[src/rtl/csa_bist.sv]
// ---------------------------------------------------------------------------
// csa_bist -- built-in self-test driver/checker for a carry-select adder.
//
// Drives operand vectors onto an external adder, holds each one for
// SETTLE_CYCLES, samples the adder result and compares it against an
// internal golden sum. Pass/fail statistics stay visible once the run is done.
//
// Optional feature macro: CSA_BIST_DIRECTED_EN
//   defined   : vectors 0-4 are fixed corner cases; the LFSR takes over at 5
//   undefined : every vector comes from the LFSR
//
// Ports:
//   clk            in   rising-edge clock
//   rst_n          in   synchronous active-low reset
//   start          in   begin a run (honoured only in IDLE or DONE)
//   A, B           out  WIDTH-bit registered operands to the adder
//   Cin            out  registered carry-in to the adder
//   S              in   WIDTH-bit sum from the adder
//   Cout           in   carry-out from the adder
//   busy           out  run in progress (APPLY/SETTLE/CHECK)
//   done           out  run complete, held until next start or reset
//   pass           out  done with zero mismatches
//   vec_count      out  vectors checked
//   fail_count     out  mismatches, saturating at 16'hFFFF
//   first_fail_idx out  index of the first mismatching vector, FFFF if none
// ---------------------------------------------------------------------------
module csa_bist #(
  parameter int          WIDTH         = 32,
  parameter int          NUM_VECTORS   = 256,
  parameter int          SETTLE_CYCLES = 2,
  parameter logic [31:0] SEED          = 32'hACE12345
) (
  input  logic             clk,
  input  logic             rst_n,
  input  logic             start,
  output logic [WIDTH-1:0] A,
  output logic [WIDTH-1:0] B,
  output logic             Cin,
  input  logic [WIDTH-1:0] S,
  input  logic             Cout,
  output logic             busy,
  output logic             done,
  output logic             pass,
  output logic [15:0]      vec_count,
  output logic [15:0]      fail_count,
  output logic [15:0]      first_fail_idx
);

  typedef enum logic [2:0] {
    ST_IDLE,
    ST_APPLY,
    ST_SETTLE,
    ST_CHECK,
    ST_DONE
  } state_t;

  // An all-zero seed would lock the LFSR, so it is replaced by 1.
  localparam logic [31:0] SEED_EFF    = (SEED == 32'h0) ? 32'h1 : SEED;
  localparam logic [15:0] LAST_IDX    = 16'(NUM_VECTORS - 1);
  localparam logic [15:0] SETTLE_LAST = 16'(SETTLE_CYCLES - 1);
  localparam logic [31:0] LFSR_TAPS   = 32'h80200003;

  function automatic logic [31:0] lfsr_next(input logic [31:0] x);
    return (x >> 1) ^ (x[0] ? LFSR_TAPS : 32'h0);
  endfunction

  state_t           r_state;
  logic [31:0]      r_lfsr;
  logic [15:0]      r_idx;
  logic [15:0]      r_settle_cnt;
  logic [WIDTH-1:0] r_a;
  logic [WIDTH-1:0] r_b;
  logic             r_cin;
  logic             r_busy;
  logic             r_done;
  logic             r_pass;
  logic [15:0]      r_vec_count;
  logic [15:0]      r_fail_count;
  logic [15:0]      r_first_fail;

  logic [31:0]      w_l1;
  logic [31:0]      w_l2;
  logic [WIDTH:0]   w_golden;
  logic             w_mismatch;
  logic             w_last;

  assign w_l1       = lfsr_next(r_lfsr);
  assign w_l2       = lfsr_next(w_l1);
  assign w_golden   = {1'b0, r_a} + {1'b0, r_b} + {{WIDTH{1'b0}}, r_cin};
  assign w_mismatch = ({Cout, S} != w_golden);
  assign w_last     = (r_idx == LAST_IDX);

`ifdef CSA_BIST_DIRECTED_EN
  // Corner cases: full carry ripple, sign-bit overflow with Cin, borrow-like
  // wrap, no-carry small sum, and large negative + negative.
  logic [31:0] w_dir_a;
  logic [31:0] w_dir_b;
  logic        w_dir_cin;
  logic        w_dir_sel;

  assign w_dir_sel = (r_idx < 16'd5);

  always_comb begin
    w_dir_a   = 32'h0;
    w_dir_b   = 32'h0;
    w_dir_cin = 1'b0;
    case (r_idx[2:0])
      3'd0: begin w_dir_a = 32'hFFFFFFFF; w_dir_b = 32'h00000001; w_dir_cin = 1'b0; end
      3'd1: begin w_dir_a = 32'h80000000; w_dir_b = 32'hFFFFFFFF; w_dir_cin = 1'b1; end
      3'd2: begin w_dir_a = 32'h00000005; w_dir_b = 32'hFFFFFFFD; w_dir_cin = 1'b0; end
      3'd3: begin w_dir_a = 32'h00000007; w_dir_b = 32'h0000000A; w_dir_cin = 1'b0; end
      3'd4: begin w_dir_a = 32'hFFFFFFFC; w_dir_b = 32'hFFFFFFF8; w_dir_cin = 1'b0; end
      default: begin w_dir_a = 32'h0; w_dir_b = 32'h0; w_dir_cin = 1'b0; end
    endcase
  end
`endif

  always_ff @(posedge clk) begin
    if (!rst_n) begin
      r_state      <= ST_IDLE;
      r_lfsr       <= SEED_EFF;
      r_idx        <= 16'h0;
      r_settle_cnt <= 16'h0;
      r_a          <= '0;
      r_b          <= '0;
      r_cin        <= 1'b0;
      r_busy       <= 1'b0;
      r_done       <= 1'b0;
      r_pass       <= 1'b0;
      r_vec_count  <= 16'h0;
      r_fail_count <= 16'h0;
      r_first_fail <= 16'hFFFF;
    end else begin
      case (r_state)
        ST_IDLE, ST_DONE: begin
          if (start) begin
            r_state      <= ST_APPLY;
            r_busy       <= 1'b1;
            r_done       <= 1'b0;
            r_pass       <= 1'b0;
            r_vec_count  <= 16'h0;
            r_fail_count <= 16'h0;
            r_first_fail <= 16'hFFFF;
            r_lfsr       <= SEED_EFF;
            r_idx        <= 16'h0;
          end
        end

        ST_APPLY: begin
`ifdef CSA_BIST_DIRECTED_EN
          if (w_dir_sel) begin
            // LFSR holds still so that vector 5 sees SEED.
            r_a   <= WIDTH'(w_dir_a);
            r_b   <= WIDTH'(w_dir_b);
            r_cin <= w_dir_cin;
          end else
`endif
          begin
            r_a    <= WIDTH'(r_lfsr);
            r_b    <= WIDTH'(w_l1);
            r_cin  <= w_l1[0];
            r_lfsr <= w_l2;
          end
          r_settle_cnt <= 16'h0;
          r_state      <= ST_SETTLE;
        end

        ST_SETTLE: begin
          if (r_settle_cnt == SETTLE_LAST) begin
            r_state <= ST_CHECK;
          end else begin
            r_settle_cnt <= r_settle_cnt + 16'd1;
          end
        end

        ST_CHECK: begin
          r_vec_count <= r_vec_count + 16'd1;
          if (w_mismatch) begin
            if (r_fail_count != 16'hFFFF) begin
              r_fail_count <= r_fail_count + 16'd1;
            end
            // A zero count means no earlier failure in this run.
            if (r_fail_count == 16'h0) begin
              r_first_fail <= r_idx;
            end
          end
          if (w_last) begin
            r_state <= ST_DONE;
            r_busy  <= 1'b0;
            r_done  <= 1'b1;
            r_pass  <= !w_mismatch && (r_fail_count == 16'h0);
          end else begin
            r_idx   <= r_idx + 16'd1;
            r_state <= ST_APPLY;
          end
        end

        default: r_state <= ST_IDLE;
      endcase
    end
  end

  assign A              = r_a;
  assign B              = r_b;
  assign Cin            = r_cin;
  assign busy           = r_busy;
  assign done           = r_done;
  assign pass           = r_pass;
  assign vec_count      = r_vec_count;
  assign fail_count     = r_fail_count;
  assign first_fail_idx = r_first_fail;

endmodule

[config.mk]
export PLATFORM = sky130hd
export DESIGN_NAME = csa_bist
export DESIGN_NICKNAME = d
export VERILOG_FILES = /design/src/rtl/csa_bist.sv
export SDC_FILE = /design/constraint.sdc
export NUM_CORES = 1
export LEC_CHECK = 0
export CORE_MARGIN = 2
export CORE_UTILIZATION = 54
export CTS_CLUSTER_SIZE = 25
export DETAILED_ROUTE_END_ITERATION = 16
export GPL_ROUTABILITY_DRIVEN = 0
export PLACE_DENSITY = 0.81
export SLEW_MARGIN = 10
export SYNTH_ARGS = -nofsm -noshare
export SYNTH_HDL_FRONTEND = slang
export SYNTH_SLANG_ARGS = --single-unit
[constraint.sdc]
create_clock -name clk -period 4.9 [get_ports clk]
set_input_delay 1.225 -clock clk [delete_from_list [all_inputs] [get_ports clk]]
set_output_delay 1.225 -clock clk [all_outputs]
set_load 0.02 [all_outputs]
Word level (Yosys, flattened, before mapping)
Cells that the tools add are included.
{"block": "classes", "addsub": 6, "eq_ne": 16, "muxes": 29, "bitwise_logic": 2, "n_reduce_logical": 16}
{"operator": "16-bit one-hot mux with 2 select lines", "count": 5}
{"operator": "16-bit 2-to-1 mux", "count": 8}
{"operator": "32-bit 2-to-1 mux", "count": 3}
{"operator": "16-bit by 1-bit adder with 16-bit output (second input constant)", "count": 4}
{"operator": "32-bit one-hot mux with 2 select lines", "count": 1}
{"operator": "31-bit by 32-bit XOR with 32-bit output", "count": 2}
{"operator": "32-bit by 32-bit adder with 33-bit output", "count": 1}
{"operator": "33-bit by 1-bit adder with 33-bit output", "count": 1}
{"operator": "33-bit inequality test", "count": 1}
{"operator": "16-bit by 1-bit == test with 1-bit output (second input constant)", "count": 1}
{"operator": "16-bit by 8-bit == test with 1-bit output (second input constant)", "count": 1}
{"operator": "16-bit logical NOT", "count": 1}
{"operator": "16-bit inequality test (second input constant)", "count": 1}
{"operator": "2-bit inequality test (second input constant)", "count": 8}
{"operator": "3-bit one-hot mux with 4 select lines", "count": 1}
{"operator": "3-bit 2-to-1 mux", "count": 3}
{"operator": "2-bit AND reduction", "count": 4}
{"operator": "4-bit AND reduction", "count": 2}
{"operator": "3-bit by 2-bit == test with 1-bit output (second input constant)", "count": 2}
{"operator": "1-bit one-hot mux with 2 select lines", "count": 3}
{"operator": "3-bit AND reduction", "count": 2}
{"operator": "2-bit nonzero test", "count": 3}
{"operator": "1-bit 2-to-1 mux", "count": 5}
{"operator": "3-bit by 1-bit == test with 1-bit output (second input constant)", "count": 1}
{"operator": "5 further kinds", "count": 5}
{"block": "word_totals", "register_bits": 183, "output_inout_bits": 116, "word_cells": 82}

Longest topological paths before layout
{"block": "depth", "ltp_word": 7, "depth_mapped": 16, "ltp_nobuf": 14}

Worst setup path before layout
Ideal clock, no wire load.
{"block": "synth_timing", "path_type": "reg-to-reg", "from": "register r_a[0], in the netlist A[0]", "to": "register r_fail_count[10], in the netlist fail_count[10]", "setup_ns": 0.120, "t_arrival_ns": 3.930, "required_ns": 4.780, "slack_ns": 0.850, "stages_incl_launch_ff": 17, "cell_sequence": "dfxtp_1 > inv_1 > ha_1 > or2_2 > fa_1 > a21o_1 > a221oi_4 > xnor2_1 > nor4_1 > nand4_1 > or4_1 > nor4_2 > and4_1 > buf_4 > buf_4 > nor2_1 > a211o_1"}
{"block": "synth_between", "elab_chain_cells": 5}
{"item": "from (decl)", "line": "71", "rtl": "logic [WIDTH-1:0] r_a;"}
{"item": "from (signal assigned)", "line": "159", "rtl": "r_a <= WIDTH'(r_lfsr);"}
{"item": "32-bit by 32-bit adder with 33-bit output", "line": "89", "rtl": "assign w_golden = {1'b0, r_a} + {1'b0, r_b} + {{WIDTH{1'b0}}, r_cin};"}
{"item": "33-bit by 1-bit adder with 33-bit output", "line": "89"}
{"item": "33-bit inequality test", "line": "90", "rtl": "assign w_mismatch = ({Cout, S} != w_golden);"}
{"item": "2-bit inequality test (no source line)"}
{"item": "4-bit AND reduction (no source line)"}
{"item": "to (signal assigned)", "line": "180", "rtl": "r_fail_count <= r_fail_count + 16'd1;"}
{"item": "to (decl)", "line": "78", "rtl": "logic [15:0] r_fail_count;"}
No other way between the ends.
A chain may end at the register's enable or synchronous reset.

Worst setup path in the final report
{"block": "layout_timing", "from": "register r_b[0], in the netlist B[0]", "to": "register r_fail_count[12], in the netlist fail_count[12]"}
{"block": "layout_between", "elab_chain_cells": 5}
{"item": "from (decl)", "line": "72", "rtl": "logic [WIDTH-1:0] r_b;"}
{"item": "from (signal assigned)", "line": "160", "rtl": "r_b <= WIDTH'(w_l1);"}
{"item": "32-bit by 32-bit adder with 33-bit output", "line": "89"}
{"item": "33-bit by 1-bit adder with 33-bit output", "line": "89"}
{"item": "33-bit inequality test", "line": "90"}
{"item": "2-bit inequality test (no source line)"}
{"item": "4-bit AND reduction (no source line)"}
No other way between the ends.

==> impl_metrics.csv <==
group,metric,value,unit
status,status,"finished clean",
logic_synthesis,synth.distinct_cells,65,
cells_and_area,stdcell_count,1494,
logic_synthesis,ys_seq_area_frac,0.3431,
cells_and_area,nets,1337,
setup_path,worstPathArrival,4.99,ns
grt,overflow,0,
timing,setup_viol,0,
floorplanning,dieHeight,132.6,um
grt,first_global_vias,8158,
setup_path,crit_fanout,21,
power_and_ir_drop,internal-power,2.639,mW
timing,slew_violations,0,
logic_synthesis,synth_edf_count,0,
logic_synthesis,syn_nets,1240,
logic_synthesis,synthFlopType,"dfxtp_1",
clocking,cts_sinks,153,
grt,grt_pass1_wl,40.79,mm
power_and_ir_drop,p_switching,1.687,mW
setup_path,cp.required,5.27,ns
clocking,path_clk_slew,0.07,ns
timing,slew_headroom,0.2347,
drt,viasPerCell,6.042,
cells_and_area,final_core_util,0.6730,
setup_path,path_class,"flop to flop",
timing,period_minus_slack,4.625,ns
drt,detail-route-antenna-nets,0,
drt,drc_errors,0,
placement,dp_hpwl,18.12,mm
min_path,min_path_type,"flop to flop",
logic_synthesis,synthTopCellsByCount,"184 x nand2_1, 153 x dfxtp_1, 134 x a21oi_1",
timing,worst_pin_slew,1.134,ns
floorplanning,pin_count,152,
logic_synthesis,synth_top_cells_by_area,"dfxtp_1 34%, nand2_1 7.7%, a21oi_1 7.5%, ha_1 5.5%, nor2_1 4.5%",
logic_synthesis,syn_area,8926,um^2
setup_path,startpoint_type,"flop",
clocking,holdBufCountCts,0,
power_and_ir_drop,seqPwrFrac,0.349,
cells_and_area,syn_to_final_growth,23.27,%
logic_synthesis,synth-seq-cells,153,
drt,drt_iter0_drc,785,
timing,finalHoldViolations,0,
floorplanning,die_area,17570,um^2
clocking,tritoncts,"done",
clocking,cts_resized,0,
power_and_ir_drop,leakagePower,4.082,nW
logic_synthesis,synth_top_area_share,0.3431,
drt,via_count,9027,
timing,fin_worst_skew,0.01122,ns
timing,post-route-period-util,0.9439,
drt,wl,25.19,mm
setup_path,end_kind,"flop",
logic_synthesis,yosys_warnings,0,
floorplanning,start_util,0.5460,
power_and_ir_drop,p_sw_frac,0.3900,
grt,track_usage,0.2809,
logic_synthesis,yosysMostFrequentCell,"nand2_1",
grt,grt_max_degree,59,
cells_and_area,drive_gt1_frac,0.05259,
logic_synthesis,syn_inst,1164,
logic_synthesis,yosysTopAreaCell,"dfxtp_1",
power_and_ir_drop,powerDensity,393.1,nW/um^2
clocking,numCtsBuffers,17,
clocking,insertion_delay,0.43,ns
job,cap_viol_max_count,0,
timing,tns,0,ns
logic_synthesis,postSynthAreaPerCell,7.668,um^2
timing,rsz0062_at_grt,"no",
power_and_ir_drop,p_comb_frac,0.351,
power_and_ir_drop,finalPower,4.326,mW
clocking,postCtsSetupBuffers,0,
clocking,clockBufferDepth,2,
drt,firstDrtPassIters,7,
placement,io_buffers,151,
timing,worst_hold_slack,0.4592,ns
floorplanning,die_x,132.6,um
floorplanning,placementRows,47,
power_and_ir_drop,peakVddDrop,0.2139,mV
floorplanning,core,16350,um^2
power_and_ir_drop,pwr-share-clk,0.300,
drt,wire_per_inst,16.86,um
clocking,htreeDepth,4,
clocking,root_buffer,"clkbuf_16",
placement,place_inst,1462,
timing,fmax,0.2162,GHz
cells_and_area,n_antenna_cell,0,
grt,antenna_found_initial,0,
logic_synthesis,postSynth.asyncResetShare,0,
[flip-flops by register name, indices dropped and copies added, names as in the netlist]
signal,cells
fail_count,16
pass,1
done,1
B,4
A,31
r_lfsr,32
r_state,3
busy,1
first_fail_idx,16
r_idx,16
vec_count,16
r_settle_cnt,16
[cells by family (layout without fill, tap and decap cells)]
family / count (synthesis) / in the layout / share of synthesized area
XOR/XNOR: 73 / 73 / 0.07163
multiplexers: 6 / 6 / 0.007009
AND/OR/NAND/NOR: 491 / 491 / 0.2614
buffers and inverters: 99 / 209 / 0.05607
adder cells (fa/ha/maj): 40 / 40 / 0.05691
AO/OA/AOI/OAI: 302 / 302 / 0.2038
flip-flops: 153 / 153 / 0.3431
[power groups by stage]
| stage | clock network, mW | registers [mW] | logic, mW |
|---|---|---|---|
| floorplan | 0 | 1.56 | 0.982 |
| global placement | 0 | 1.53 | 1.47 |
| detailed placement | 0 | 1.53 | 1.49 |
| CTS | 1.32 | 1.51 | 1.50 |
| global route | 1.38 | 1.53 | 1.64 |
| finish | 1.30 | 1.51 | 1.52 |
[critical path, cell delays in order, from the launching register on]
cell      delay [ns]
dfxtp_1         0.38
ha_1            0.22
or2_2           0.31
fa_1            0.42
a21o_1          0.24
a221oi_4        0.38
xnor2_1         0.15
nor4_2          0.43
nand4_1         0.15
or4_1           0.53
nor4_2          0.42
nand4_1         0.24
buf_12          0.23
a21oi_2         0.12
buf_4           0.18
a221o_1         0.16
[layout by cell type, fill, tap and decap left out, types with 8 or more instances in the layout]
master,synthesis,routed
nand2_1,184,184
dfxtp_1,153,153
clkdlybuf4s50_1,0,151
a21oi_1,134,134
nor2_1,108,108
o21ai_0,45,45
nand3_1,43,43
xor2_1,39,39
ha_1,39,39
xnor2_1,34,34
nor4_1,30,29
nand4_1,22,22
nor3_1,20,19
and3_1,18,18
o21ai_1,17,17
clkbuf_16,0,17
o22ai_1,15,15
or3_1,14,14
a21o_1,13,13
buf_4,33,12
inv_1,11,11
o21a_1,10,10
or2_2,8,8
o211ai_1,8,8
a211o_1,8,8
nand4b_1,8,8
[area by class of cell]
cell class | instances | area [um^2]
Sequential cell | 153 | 3063
Clock buffer | 17 | 425.4
Multi-Input combinational cell | 912 | 5379
Inverter | 12 | 45.04
Timing Repair Buffer | 165 | 1642
Tap cell | 220 | 275.3
Fill cell | 1435 | 5345
Clock inverter | 15 | 173.9
[metal layers]
metal,share of wire,vias up,track usage,wire [um]
li1,-,4364,-,-
met1,0.43,4154,0.3750,10810
met2,0.47,433,0.4508,11750
met3,0.073,76,0.05287,1846
met4,0.031,0,0.1099,789
met5,0,-,0,0
[metrics by stage]
step | area [um^2] | setup WS, ns
2_1_floorplan | 8926 | 0.8503
3_3_place_gp | 10400 | 0.4146
3_5_place_dp | 10400 | 0.3717
4_1_cts | 11000 | 0.3041
5_1_grt | 11000 | 0.06506
6_report | 11000 | 0.2751
[worst paths after layout]
kind | slack, ns | to | startpoint | depth (start not counted)
worst max-delay path | 0.28 | fail_count[12]$_SDFFE_PN0P_ | B[0]$_SDFFE_PN0P_ | 15
worst min-delay path | 0.46 | r_lfsr[17]$_SDFFE_PN0P_ | r_lfsr[17]$_SDFFE_PN0P_ | 2
worst max register to register | 0.28 | fail_count[12]$_SDFFE_PN0P_ | B[0]$_SDFFE_PN0P_ | 15
worst min register to register | 0.46 | r_lfsr[17]$_SDFFE_PN0P_ | r_lfsr[17]$_SDFFE_PN0P_ | 2
Power figures use the tool's default switching activity.
==> RTL change 1 (config.mk and constraints unchanged) <==
The option `CSA_BIST_DIRECTED_EN` is turned on by a define.
--- a/src/rtl/csa_bist.sv
+++ b/src/rtl/csa_bist.sv
@@ -24,6 +24,8 @@
 //   fail_count     out  mismatches, saturating at 16'hFFFF
 //   first_fail_idx out  index of the first mismatching vector, FFFF if none
 // ---------------------------------------------------------------------------
+`define CSA_BIST_DIRECTED_EN
+
 module csa_bist #(
   parameter int          WIDTH         = 32,
   parameter int          NUM_VECTORS   = 256,
Behaviour: not the same (a bounded check fails within 4 cycles, from zero or initial values and one cycle with rst_n low).
==> RTL change 1 against the original RTL <==
  * Cell area up 13%
  * Sequential cell count up 30
  * Routed wire length up 19%
  * Area after synthesis up 14%
  * Critical endpoint is now first_fail_idx[10]
  * Final cell count up 8.0%
  * Worst setup slack better by 0.087 ns
  * Count of clock-buffer cells in the layout up 1
Power is not compared: it rests on default switching activity, and its combinational part moved more than twofold at a synthesized area within 25%.
==> RTL change 1: results (changes against the original RTL) <==
metric,value,unit,change
holdPathEnd,done,,
timing.hold.ws,0.4734,ns,+0.01414 ns
synth_common_cells,"dfxtp_1 (183), a21oi_1 (153), nand2_1 (121)",,
max_stage_delay,0.70,ns,+0.17 ns
fin_nets,1445,,+8.1%
grt_pass1_vias,9446,,+16%
viasPerCell,6.301,,+4.3%
hp-start,done,,
hold_depth,2,,unchanged
syn-num-nets,1341,,+8.1%
post-place-ws,0.3099,ns,-0.06178 ns
nFillCells,1575,,+9.8%
status,completed,,
grt_pass1_wl,48300,microns,+18%
grt.total_usage,0.2956,,+0.01466
seq_area_frac_synth,0.3593,,+0.01612
wl_per_cell,18.59,microns,+10%
worst_ep_arrival_time,4.85,ns,-0.14 ns
r2r_end,first_fail_idx[10],,
ys_types,87,,+34%
grt_max_degree,89,,+51%
tightest_slew,1.032,ns,-0.1017 ns
fin_skew,0.01054,ns,-0.0006783 ns
drive_gt1_frac,0.05584,,+0.003247
cp_slowest_cell,nor4_1,,
crit_path_max_fanout,16,,-24%
r2r_cells,12,,-3
hpwl,21200,microns,+17%
period_needed,4.538,ns,-0.08727 ns
cts_setup_buffers,0,,unchanged
synth.area.top_cells,"dfxtp_1 (36%), a21oi_1 (7.5%), o21ai_0 (5.5%), ha_1 (5.0%), nand2_1 (4.5%)",,
drt_iter0_drc,1023,,+30%
cp-startpoint,A[0],,
htreeDepth,4,,unchanged
## RTL change 1: changes by cell type in the layout (fill, tap and decap cells not counted), sizes merged, moves of 11 or more
cell | before | now
o21ai | 62 | 120
nor4 | 31 | 16
nand2 | 184 | 121
dfxtp | 153 | 183
o22ai | 15 | 4
o32a | 0 | 16
a21oi | 136 | 158
nor3 | 20 | 33
and2 | 5 | 16
a22o | 0 | 16
## RTL change 1: worst min-delay path, stage by stage (launching register included)
cell and delay [ns]:
dfxtp_1 0.32, nand2_1 0.05, a21boi_0 0.06
## RTL change 1: cell type report
class                   instances  area [sq um]  area share
flip-flops and latches        183          3664      0.2958
clock buffers                  18         429.2     0.03465
repair buffers                165          1614      0.1303
clock inverters                14         196.4     0.01586
well taps                     234         292.8     0.02364
inverters                      18         67.56    0.005456
multi-input cells             981          6121      0.4942
## RTL change 1: metal layers
metal,vias up,share of wire,global-route usage
met2,473,0.46,0.4849
met4,0,0.023,0.09368
met5,-,0,0
met1,4771,0.43,0.3842
li1,4853,-,-
met3,66,0.090,0.07357
## RTL change 1: cells by family (layout without fill, tap and decap cells)
| family | after synthesis | in the layout | share of synthesized area |
|---|---|---|---|
| multiplexers | 11 | 11 | 0.01080 |
| flip-flops | 183 | 183 | 0.3593 |
| XOR/XNOR | 68 | 68 | 0.05840 |
| adder cells (fa/ha/maj) | 43 | 43 | 0.05423 |
| AND/OR/NAND/NOR | 430 | 430 | 0.2058 |
| AO/OA/AOI/OAI | 429 | 429 | 0.2697 |
| buffers and inverters | 98 | 215 | 0.04184 |
## RTL change 1: how the worst max path moves through the flow
stage	depth (start not counted)	to
CTS	12	first_fail_idx[10]
floorplan	13	first_fail_idx[9]
finish	12	first_fail_idx[10]
global placement	10	first_fail_idx[7]
global route	12	first_fail_idx[10]
detailed placement	11	first_fail_idx[10]
## RTL change 1: stage by stage
step,instances,instance area [sq um]
after floorplan,1262,10200
after global placement,1581,11760
after detailed placement,1581,11760
after CTS,1613,12380
after global routing,1613,12380
final,1613,12380
## RTL change 1: where the power goes
group          leakage, nW  internal [W]  switching (W)
clock network        0.303      0.000860       0.000609
registers             1.49       0.00174       0.000284
logic                 2.68       0.00120        0.00185
total                 4.47       0.00380        0.00274
==> RTL change 2 (same settings) <==
Made on the original files. Encoding of `state_t`: now one-hot (5 bits for 5 states).
--- a/src/rtl/csa_bist.sv
+++ b/src/rtl/csa_bist.sv
@@ -46,12 +46,12 @@
   output logic [15:0]      first_fail_idx
 );
 
-  typedef enum logic [2:0] {
-    ST_IDLE,
-    ST_APPLY,
-    ST_SETTLE,
-    ST_CHECK,
-    ST_DONE
+  typedef enum logic [4:0] {
+    ST_IDLE   = 5'b00001,
+    ST_APPLY  = 5'b00010,
+    ST_SETTLE = 5'b00100,
+    ST_CHECK  = 5'b01000,
+    ST_DONE   = 5'b10000
   } state_t;
 
   // An all-zero seed would lock the LFSR, so it is replaced by 1.
Check against the original RTL: same outputs for any inputs over 10 cycles, from zero or initial values and one cycle with rst_n low; not proved beyond that.
==> RTL change 2 against the original RTL <==
  * Routed wire length is 5.3% higher
  * Worst setup slack improved by 0.12 ns
  * Highest routed layer unchanged
  * Area after synthesis rose by 3.5%
  * Synthesized cell count is 3.3% higher
  * Cell area increased by 2.1%
  * Sequential cell count increased by 2
  * Critical endpoint is now first_fail_idx[2]
Power is not compared: it rests on default switching activity, and its combinational part moved more than twofold at a synthesized area within 25%.
==> RTL change 2: results (changes against the original RTL) <==
metric,value,unit,change
place_area,10630,sq um,+2.2%
seq_area_frac_synth,0.3359,,-0.007239
grt_pass1_wl,42780,microns,+4.9%
synthCells,1202,,+3.3%
fin_util,0.6754,,+0.002318
status,completed,,
fin_skew,0.01277,ns,+0.001554 ns
ys_types,68,,+4.6%
synth_common_cells,"nand2_1 (166), dfxtp_1 (155), nor2_1 (133)",,
syn-num-nets,1278,,+3.1%
cts-resized-gates,0,,unchanged
numPortBuffers,151,,unchanged
cts_setup_buffers,0,,unchanged
cts_buffers,17,,unchanged
ys.flop_type,dfxtp_1,,
grt_pass1_vias,8627,,+5.7%
hpwl,19010,microns,+4.9%
grt.total_usage,0.2870,,+0.006078
crit_path_max_fanout,16,,-24%
worst_ep_arrival_time,4.84,ns,-0.15 ns
largest_register,r_lfsr,,
largest_reg_flops,32,,unchanged
yosys_warnings,0,,unchanged
async_flop_share,0,,unchanged
synth.area.top_cells,"dfxtp_1 (34%), nand2_1 (6.7%), nor2_1 (5.4%), a21oi_1 (5.3%), ha_1 (5.3%)",,
clock_path_buffers,2,,unchanged
fin_nets,1363,,+1.9%
root_buffer,clkbuf_16,,
drive_gt1_frac,0.04231,,-0.01028
diodes,0,,unchanged
dr.pass1.iters,9,,+2
wl_per_cell,17.45,microns,+3.5%
p_leak,4.151,nW,
path_clk_slew,0.06,ns,
routed-via-count,9263,,+2.6%
post-place-ws,0.4236,ns,+0.05189 ns
htreeDepth,4,,unchanged
wl,26520,microns,+5.3%
grt_max_degree,74,,+25%
max_slew_margin,0.2675,,+0.03285
place_inst,1488,,+1.8%
drt_iter0_drc,942,,+20%
antenna_found_initial,0,,unchanged
nFillCells,1401,,-2.4%
## RTL change 2: area by class of cell
| class | instances | share of cell area |
|---|---|---|
| clock inverters | 13 | 0.01481 |
| repair buffers | 158 | 0.1403 |
| clock buffers | 19 | 0.03941 |
| flip-flops and latches | 155 | 0.2761 |
| inverters | 20 | 0.006679 |
| well taps | 220 | 0.02449 |
| multi-input cells | 935 | 0.4983 |
## RTL change 2: per-layer routing
layer,part of all wire,global-route usage,vias to the layer above
met4,0.038,0.1269,0
met1,0.42,0.3641,4282
li1,-,-,4445
met2,0.47,0.4797,450
met3,0.073,0.04880,86
met5,0,0,-
## RTL change 2: cells by family after synthesis
group	Yosys count	share of synthesized area
and+or+nand+nor	499	0.2494
AOI/OAI and AO/OA	296	0.2014
DFF	155	0.3359
buffers and inverters	112	0.06014
xor gates and xnor gates	77	0.07301
adders and majority gates	40	0.05499
muxes	23	0.02519
## RTL change 2: where the power goes
part	switching [W]	leakage, nW	internal (W)
clock network	0.000526	0.290	0.000818
registers	0.0000231	1.25	0.00128
logic	0.000203	2.61	0.000134
## RTL change 2: metrics by stage
step           power, W  hold WS (ns)
3_3_place_gp   0.001653        0.4594
2_1_floorplan  0.001538        0.4422
5_1_grt        0.003080        0.4970
3_5_place_dp   0.001655        0.4631
6_report       0.002981        0.4720
4_1_cts        0.002985        0.4735
## RTL change 2: critical path, stage by stage, from the launching register on
cell      delay (ns)
dfxtp_1         0.43
inv_1           0.08
ha_1            0.22
or2_2           0.29
fa_1            0.44
a211oi_2        0.27
o211ai_1        0.17
a211oi_2        0.44
o31ai_1         0.14
a211oi_1        0.30
xnor2_1         0.18
nor4_2          0.32
nand4_2         0.34
nand2_2         0.52
mux2i_1         0.26
## RTL change 2: path summary, 6_finish.rpt
check             cells after the start  slack [ns]                end        from
hold / removal                        2        0.47              A[21]  r_lfsr[21]
hold reg to reg                       2        0.47              A[21]  r_lfsr[21]
setup / recovery                     14        0.40  first_fail_idx[2]        A[0]
setup reg to reg                     14        0.40  first_fail_idx[2]        A[0]
